$ cat config.mk
export PLATFORM = sky130hd
export DESIGN_NAME = dac_cfg_serializer
export DESIGN_NICKNAME = d
export VERILOG_FILES = /design/src/rtl/dac_cfg_serializer.sv
export SDC_FILE = /design/constraint.sdc
export NUM_CORES = 1
export LEC_CHECK = 0
export BUFFER_PORTS_ARGS = -buffer_cell sky130_fd_sc_hd__clkbuf_2
export CAP_MARGIN = 20
export CORE_MARGIN = 10
export CORE_UTILIZATION = 55
export DETAILED_ROUTE_END_ITERATION = 10
export GPL_TIMING_DRIVEN = 0
export PLACE_DENSITY_LB_ADDON = 0.2
export SYNTH_ARGS = -nofsm -noshare
export SYNTH_HDL_FRONTEND = slang
export SYNTH_SLANG_ARGS = --single-unit
$ cat constraint.sdc
create_clock -name clk -period 3.3 [get_ports clk]
set_clock_uncertainty 0.05 [all_clocks]
set_input_delay 0.165 -clock clk [delete_from_list [all_inputs] [get_ports clk]]
set_output_delay 0.165 -clock clk [all_outputs]
set_load 0.02 [all_outputs]
$ cat src/rtl/dac_cfg_serializer.sv
// Serial configuration transmitter for dac_driver: shifts a 256-bit payload out on gpio_ctrl as data + per-target strobe.
// Optional DAC_CFG_CMD_FIFO_EN adds a 2-entry command FIFO in front of the engine.
module dac_cfg_serializer #(
    parameter int unsigned SDATA_BIT           = 0,
    parameter int unsigned CYCLE_COUNT_CLK_BIT = 1,
    parameter int unsigned MASK_CLK_BIT        = 2,
    parameter int unsigned MUX_SET_CLK_BIT     = 3,
    parameter int unsigned SETUP_CYC           = 2,
    parameter int unsigned HIGH_CYC            = 2,
    parameter int unsigned LOW_CYC             = 2,
    parameter int unsigned MUX_PULSES          = 8
) (
    input  logic         clk,
    input  logic         rst,
    input  logic         cmd_valid,
    output logic         cmd_ready,
    input  logic [1:0]   cmd_target,
    input  logic [255:0] cmd_data,
    output logic [15:0]  gpio_ctrl,
    output logic         select_out,
    output logic         busy,
    output logic         done,
    output logic         cmd_err
);

    localparam int unsigned DATA_W  = 256;
    localparam int unsigned GPIO_W  = 16;
    localparam int unsigned PHASE_W = 8;
    localparam int unsigned BIT_W   = 9;

    localparam logic [1:0] TGT_MUX  = 2'd0;
    localparam logic [1:0] TGT_CYC  = 2'd1;
    localparam logic [1:0] TGT_MASK = 2'd2;
    localparam logic [1:0] TGT_BAD  = 2'd3;

    localparam logic [GPIO_W-1:0] SDATA_M = GPIO_W'(1) << SDATA_BIT;
    localparam logic [GPIO_W-1:0] CYC_M   = GPIO_W'(1) << CYCLE_COUNT_CLK_BIT;
    localparam logic [GPIO_W-1:0] MASK_M  = GPIO_W'(1) << MASK_CLK_BIT;
    localparam logic [GPIO_W-1:0] MUX_M   = GPIO_W'(1) << MUX_SET_CLK_BIT;

    localparam logic [PHASE_W-1:0] SETUP_LAST = PHASE_W'(SETUP_CYC - 1);
    localparam logic [PHASE_W-1:0] HIGH_LAST  = PHASE_W'(HIGH_CYC - 1);
    localparam logic [PHASE_W-1:0] LOW_LAST   = PHASE_W'(LOW_CYC - 1);
    localparam logic [BIT_W-1:0]   MUX_LAST   = BIT_W'(MUX_PULSES - 1);
    localparam logic [BIT_W-1:0]   WORD_LAST  = BIT_W'(DATA_W - 1);

    typedef enum logic [1:0] {IDLE, SETUP, HIGH, LOW} state_t;

    typedef struct packed {
        logic [1:0]        target;
        logic [DATA_W-1:0] data;
    } cmd_t;

    state_t              state_q, state_d;
    logic [PHASE_W-1:0]  phase_q, phase_d;
    logic [BIT_W-1:0]    bit_q, bit_d;
    logic [DATA_W-1:0]   shift_q, shift_d;
    logic [1:0]          tgt_q, tgt_d;
    logic [GPIO_W-1:0]   gpio_q, gpio_d;
    logic                select_q, select_d;
    logic                busy_q, busy_d;
    logic                done_q, done_d;
    logic                err_q, err_d;

    cmd_t                eng_cmd;
    logic                eng_valid;
    logic                eng_take;
    logic [BIT_W-1:0]    last_bit;
    logic [GPIO_W-1:0]   strobe_m;

    assign eng_take = eng_valid & (state_q == IDLE);

`ifdef DAC_CFG_CMD_FIFO_EN
    // Two-entry command FIFO; the engine pops whenever it is idle.
    cmd_t       mem_q [2];
    cmd_t       mem_d [2];
    logic [1:0] cnt_q, cnt_d;
    logic       wr_ptr_q, wr_ptr_d;
    logic       rd_ptr_q, rd_ptr_d;
    logic       push;

    assign cmd_ready = (cnt_q != 2'd2);
    assign push      = cmd_valid & cmd_ready;
    assign eng_valid = (cnt_q != 2'd0);
    assign eng_cmd   = mem_q[rd_ptr_q];

    always_comb begin
        mem_d    = mem_q;
        wr_ptr_d = wr_ptr_q;
        rd_ptr_d = rd_ptr_q;
        if (push) begin
            mem_d[wr_ptr_q] = '{target: cmd_target, data: cmd_data};
            wr_ptr_d        = ~wr_ptr_q;
        end
        if (eng_take) begin
            rd_ptr_d = ~rd_ptr_q;
        end
        cnt_d = cnt_q + 2'(push) - 2'(eng_take);
    end

    always_ff @(posedge clk or negedge rst) begin
        if (!rst) begin
            cnt_q    <= '0;
            wr_ptr_q <= 1'b0;
            rd_ptr_q <= 1'b0;
        end else begin
            cnt_q    <= cnt_d;
            wr_ptr_q <= wr_ptr_d;
            rd_ptr_q <= rd_ptr_d;
        end
    end

    always_ff @(posedge clk) begin
        mem_q <= mem_d;
    end
`else
    assign cmd_ready = (state_q == IDLE);
    assign eng_valid = cmd_valid;
    assign eng_cmd   = '{target: cmd_target, data: cmd_data};
`endif

    assign last_bit = (tgt_q == TGT_MUX) ? MUX_LAST : WORD_LAST;

    // Phase/bit sequencing; registered outputs are derived from the next state.
    always_comb begin
        state_d = state_q;
        phase_d = phase_q;
        bit_d   = bit_q;
        shift_d = shift_q;
        tgt_d   = tgt_q;
        done_d  = 1'b0;
        err_d   = 1'b0;

        case (state_q)
            IDLE: begin
                if (eng_take) begin
                    if (eng_cmd.target == TGT_BAD) begin
                        done_d = 1'b1;
                        err_d  = 1'b1;
                    end else begin
                        state_d = SETUP;
                        phase_d = '0;
                        bit_d   = '0;
                        shift_d = eng_cmd.data;
                        tgt_d   = eng_cmd.target;
                    end
                end
            end
            SETUP: begin
                if (phase_q == SETUP_LAST) begin
                    state_d = HIGH;
                    phase_d = '0;
                end else begin
                    phase_d = phase_q + PHASE_W'(1);
                end
            end
            HIGH: begin
                if (phase_q == HIGH_LAST) begin
                    state_d = LOW;
                    phase_d = '0;
                end else begin
                    phase_d = phase_q + PHASE_W'(1);
                end
            end
            LOW: begin
                if (phase_q != LOW_LAST) begin
                    phase_d = phase_q + PHASE_W'(1);
                end else if (bit_q == last_bit) begin
                    state_d = IDLE;
                    phase_d = '0;
                    done_d  = 1'b1;
                end else begin
                    state_d = SETUP;
                    phase_d = '0;
                    bit_d   = bit_q + BIT_W'(1);
                    // Mux select repeats cmd_data[0] on every pulse.
                    if (tgt_q != TGT_MUX) begin
                        shift_d = {1'b0, shift_q[DATA_W-1:1]};
                    end
                end
            end
            default: begin
                state_d = IDLE;
            end
        endcase

        case (tgt_d)
            TGT_MUX:  strobe_m = MUX_M;
            TGT_CYC:  strobe_m = CYC_M;
            TGT_MASK: strobe_m = MASK_M;
            default:  strobe_m = '0;
        endcase

        gpio_d   = '0;
        select_d = (state_d != IDLE);
        busy_d   = (state_d != IDLE);
        if (state_d != IDLE) begin
            gpio_d = (shift_d[0] ? SDATA_M : '0) | ((state_d == HIGH) ? strobe_m : '0);
        end
    end

    always_ff @(posedge clk or negedge rst) begin
        if (!rst) begin
            state_q  <= IDLE;
            phase_q  <= '0;
            bit_q    <= '0;
            shift_q  <= '0;
            tgt_q    <= TGT_MUX;
            gpio_q   <= '0;
            select_q <= 1'b0;
            busy_q   <= 1'b0;
            done_q   <= 1'b0;
            err_q    <= 1'b0;
        end else begin
            state_q  <= state_d;
            phase_q  <= phase_d;
            bit_q    <= bit_d;
            shift_q  <= shift_d;
            tgt_q    <= tgt_d;
            gpio_q   <= gpio_d;
            select_q <= select_d;
            busy_q   <= busy_d;
            done_q   <= done_d;
            err_q    <= err_d;
        end
    end

    assign gpio_ctrl  = gpio_q;
    assign select_out = select_q;
    assign busy       = busy_q;
    assign done       = done_q;
    assign cmd_err    = err_q;

endmodule
Word level (Yosys, flattened, before mapping) --
Cells that the tools add are included.
Operators by class: add/subtract/negate cells 2, equality and inequality tests 15, multiplexer cells 37, bitwise gates (word level) 2, reduce and logical (&&, ||, !) cells 10
Operators with widths (count):
- 256-bit two-way mux | 5
- 256-bit case mux with 2 select lines | 1
- 8-bit two-way mux | 5
- 9-bit two-way mux | 4
- 16-bit two-way mux | 2
- 8-bit case mux with 3 select lines | 1
- 9-bit case mux with 2 select lines | 1
- 2-bit two-way mux | 8
- 1-bit by 16-bit OR with 16-bit output | 1
- 4-bit case mux with 3 select lines | 1
- 2-bit equality test (second input constant) | 5
- 9-bit by 1-bit adder with 9-bit output (second input constant) | 1
- 9-bit by 8-bit equality test with 1-bit output | 1
- 8-bit by 1-bit adder with 8-bit output (second input constant) | 1
- 8-bit by 1-bit equality test with 1-bit output (second input constant) | 1
- 2-bit != test (second input constant) | 4
- 8-bit by 1-bit != test with 1-bit output (second input constant) | 1
- 2-bit case mux with 4 select lines | 1
- 1-bit two-way mux | 7
- 2-bit zero test | 3
- 6-bit AND reduction | 1
- 2-bit nonzero test | 3
- 5-bit AND reduction | 1
- 2-bit by 1-bit equality test with 1-bit output (second input constant) | 2
- other kinds (5) | 5
Storage, ports and cells: flip-flop bits (word level) 296, logic and storage cells 76

Depth between registers and ports, before layout --
depth after elaboration 10, depth in mapped cells 11, depth with buffers taken out 8

Least setup slack after synthesis --
No wires, ideal clock.
kind register to register, from register state_q[0], to register shift_q[216], setup time 0.118 ns, data arrival time 2.359 ns, required time 3.132 ns, setup slack 0.773 ns, stages on the path, launching flop included 11, buffers on the path 2, clock period less this slack 2.527 ns, cells stage by stage dfrtp_1 inv_1 ha_1 nand2_1 a21oi_2 o21bai_1 a21bo_2 buf_6 buf_2 a22o_1 a21o_1
Between the ends: longest elaborated chain between the ends 4, elaborated cells between the ends (all ways) 11
RTL lines:
- from (decl) | line 54 | state_t state_q, state_d;
- from (signal assigned) | line 215 | state_q <= state_d;
- 2-bit zero test *
- net cmd_ready | line 16 | output logic cmd_ready,
- 1-bit AND | line 71 | assign eng_take = eng_valid & (state_q == IDLE);
- 2-bit by 1-bit != test with 1-bit output (no source line)
- 6-bit AND reduction (no source line)
- to (signal assigned) | line 218 | shift_q <= shift_d;
- to (decl) | line 57 | logic [DATA_W-1:0] shift_q, shift_d;
The timed path passes the listed nets; every way through them passes the cells marked *. A chain may end at the register's enable or synchronous reset.

Final worst setup path --
from register state_q[0], to register shift_q[121]
Between the ends: longest elaborated chain between the ends 4, elaborated cells between the ends (all ways) 11
RTL lines (line):
- 2-bit zero test | 71, 134
- 1-bit AND | 71
- 2-bit by 1-bit != test with 1-bit output (no source line)
- 6-bit AND reduction (no source line)
Parallel ways exist; a longest one is shown, timed or not.

==> run metrics <==
area delta synth->final=42.21%; initial antenna violation count=11; Min Clock Period, post-route=3.018 ns; FF+latch count, synth=~280; DP HPWL=24.93 mm; switching power total=0.001601 W; CP bufs+invs=4; family with the most delay on the worst path=compound AO/OA/AOI/OAI gates; die area=between 20000 and 30000 µm²; Placed Area=14540 µm²; area occupied by multi-input gates=just over 5000 µm²; IO Port Bufs=around 270; gpl congestion=~0.84; fillers=1325; FF-to-FF Start=state_q[0]; Int Power=around 0.0056 W; XOR/XNOR Fraction of Synth Area=less than 1%; Clk pwr share=44.0%; die height=172.2 µm; worst path required time=about 3.6 ns; chip width=172.2 µm; fin area=roughly 18000 µm²; worst reg-to-reg setup slack=0.28 ns; GR Layer Usage met2=between 40% and 50%; crit-path max cell delay=0.42 ns; final setup margin=0.2823 ns; Starting Density=around 56%; critical path peak fanout=10; Hold Path End=tgt_q[1]; top_reg_cell synth=dfrtp_1; Worst R2R Path Depth=11; busiest grt layer=met2; Critical Path AT=~3.3 ns; hold_sp=cmd_valid; VDD IR-drop max=approximately 0.53 mV; Comb power frac=~7.7%; # DRC=0; unrepaired setup endpoints after global routing=no; All-Layer GR Usage=28.94%; Core Region=between 20000 and 25000 µm²; post-synthesis simple-gate area fraction=a little under a tenth; CTS Buf Count=29; gr ovfl total=0; worst hold stages=4; Synth cell types=50; Critical Path Sink Type=flip-flop; Mapped Cells=around 1300; mux cell area share after synthesis=0.08843%; Total Power=just over 0.007 W; Fmax=about 0.33 GHz; status=finished, final reports clean; CP max-delay cell=dfrtp_1; final setup violation count=0; mapped cell area=about 13000 µm²; synthesized area per cell=between 10 and 15 µm²; Final Non-Filler Cells=roughly 2200; Setup CP Type=reg -> reg; DR iter-0 viols=1643; cell taking the most area after synthesis=dfrtp_1; row cnt=55; max-slew violation count=0; num ports=about 280; Seq. cell area=a little over 7000 µm²; EDFF count, synth=0; CTS tree=built; max_slew headroom=between 50% and 60%; via count=between 10000 and 15000; routing usage on met1=between 30% and 40%; Synth area leaders=dfrtp_1, a22oi_1, o21ai_0; synth warn=0; Seq/Total Area, Yosys=55.81%; Place WS=between 0.2 and 0.25 ns; CTS root buf=clkbuf_16; Skew-Pair Late Insertion Delay=~0.54 ns; final-report hold violation count=0; met3 usage=approximately 7.7%; async set-reset flop share out of synthesis=between 90% and 100%; Sw Ratio=approximately 22%; Reg clk slew, reported paths=0.06 ns; nets=around 2100; first-pass GRT wire length=between 60 and 70 mm; HP Class=in -> reg; Seq pwr share=48.4%; WL final=44.30 mm; # Max-Cap Violations=0; worst-margin pin slew=around 0.74 ns; TritonRoute pass-1 iters=7; leakage power=8.488 nW; crit-path cells=inv_1, ha_1, nand2_1, a21oi_4, o21bai_1, a21bo_2, buf_6, buf_2, buf_2, nand2_1, o21ai_0; Clock Sinks=roughly 280; compound-cell area share of the yosys netlist=between 20 and 30%; fin crit share=91.45%; clock buffer depth=3; layout cells sized above 1=a little over a fifth; largest net degree at the start of global routing=between 100 and 150; WL/cell=between 20 and 25 µm; type of origin of the critical path=flip-flop; number of global-route vias before repair=between 10000 and 15000; H-tree depth=1; vias per cell=between 5 and 6; Yosys top cell area share=between 50% and 60%; Synth Area in Adders=less than 1%; antenna-violating nets left=0; R2R Path End=shift_q[121]; largest family of logic cells by synthesized area=compound AO/OA/AOI/OAI gates; pwr dens=397.4 nW/µm²; Placed Instances=roughly 1800
==> how the worst max path moves through the flow <==
stage                     from  cells after the start            to
floorplan           state_q[0]                     10  shift_q[216]
global placement           rst                      1  shift_q[144]
detailed placement  state_q[0]                      8  shift_q[123]
CTS                 state_q[0]                      8   shift_q[45]
global route        state_q[1]                     11  shift_q[121]
finish              state_q[0]                     11  shift_q[121]
==> layout by cell type (no fill, tap or decap), drive strengths merged, types with 3 or more instances in the layout <==
cell type    Yosys  routed
diode            0      15
clkinvlp         0       3
nand2          220     220
nor3b            3       3
a21o            52      52
nand3            6       6
or3              3       3
nor2            26      26
nand3b           4       4
nor3             7       7
nand4            5       5
buf             67      69
a31oi            3       3
a21oi           10      10
inv              7       7
ha               8       8
clkinv           0       6
clkbuf          56     367
a22o            52      52
xnor2            4       4
conb             1      12
o21ai          218     218
a22oi          202     202
dlygate4sd3      0     261
dfrtp          284     284
==> synthesized netlist by cell type, drive strengths merged, types with 2 or more instances <==
cell type / count
nand2: 220
clkbuf: 56
inv: 7
nand3: 6
nor3b: 3
nor2: 26
a21bo: 2
nor4: 2
xnor2: 4
nand4: 5
ha: 8
and2: 2
a22o: 52
o21ai: 218
or3: 3
and3: 2
a211oi: 2
a22oi: 202
nand3b: 4
a31oi: 3
a21o: 52
dfrtp: 284
nor3: 7
buf: 67
a21oi: 10
==> cell type report <==
cell class                      count  share of cell area [%]
Clock buffer                       42                   4.719
Sequential cell                   284                   39.24
Tap cell                          285                   1.969
Antenna cell                       15                  0.2073
Clock inverter                      9                  0.2902
Timing Repair Buffer              532                   22.21
Inverter                            7                  0.1451
Buffer                            124                   3.399
Multi-Input combinational cell    860                   27.82
==> through the flow <==
stage               hold WS, ns   TNS, ns  util, %
floorplan               -0.1806         0        -
global placement         0.3159  -1129.66    63.76
detailed placement       0.1970         0    64.04
CTS                     0.05641         0    79.54
global route             0.1720         0    79.70
finish                   0.1335         0    79.75
==> cells by family after synthesis <==
logic type / after synthesis
multiplexers: 1
XOR/XNOR: 4
AND/OR/NAND/NOR: 283
adder cells (fa/ha/maj): 8
AO/OA/AOI/OAI: 552
buffers and inverters: 131
other: 1
flip-flops: 284
==> routing by layer <==
metal  wire [µm]  part of all wire (%)  vias up
met2       21700                    49      732
met3        3999                   9.0      132
met4        1524                   3.4        0
met5           0                     0        -
met1       17070                    39     6274
li1            -                     -     5749
==> power by group through the flow <==
stage | Sequential (W) | Combinational, W | Clock [W]
after floorplan | 0.00355 | 0.0000265 | 0
after global placement | 0.00355 | 0.000269 | 0
after detailed placement | 0.00355 | 0.000278 | 0
after CTS | 0.00348 | 0.000527 | 0.00319
after global routing | 0.00348 | 0.000585 | 0.00334
final | 0.00348 | 0.000552 | 0.00316
==> worst min-delay path, cell delays in order <==
cell	delay [ns]
clkbuf_2	0.09
nand2_1	0.13
nor2_1	0.17
nor2_1	0.10
==> what timing repair did <==
action | 4_1_cts | 5_1_grt
gates resized for setup | 0 | 5
setup endpoints to repair | 0 | 99
endpoints found under the hold margin | 333 | 0
setup buffers | 0 | 0
hold buffers | 261 | 0
==> flip-flops by register name (all words and copies together) (netlist names) <==
| register | cells |
|---|---|
| bit_q | 9 |
| busy | 1 |
| cmd_err | 1 |
| done | 1 |
| gpio_ctrl | 4 |
| phase_q | 8 |
| shift_q | 256 |
| state_q | 2 |
| tgt_q | 2 |
(Power assumes the default switching activity.)
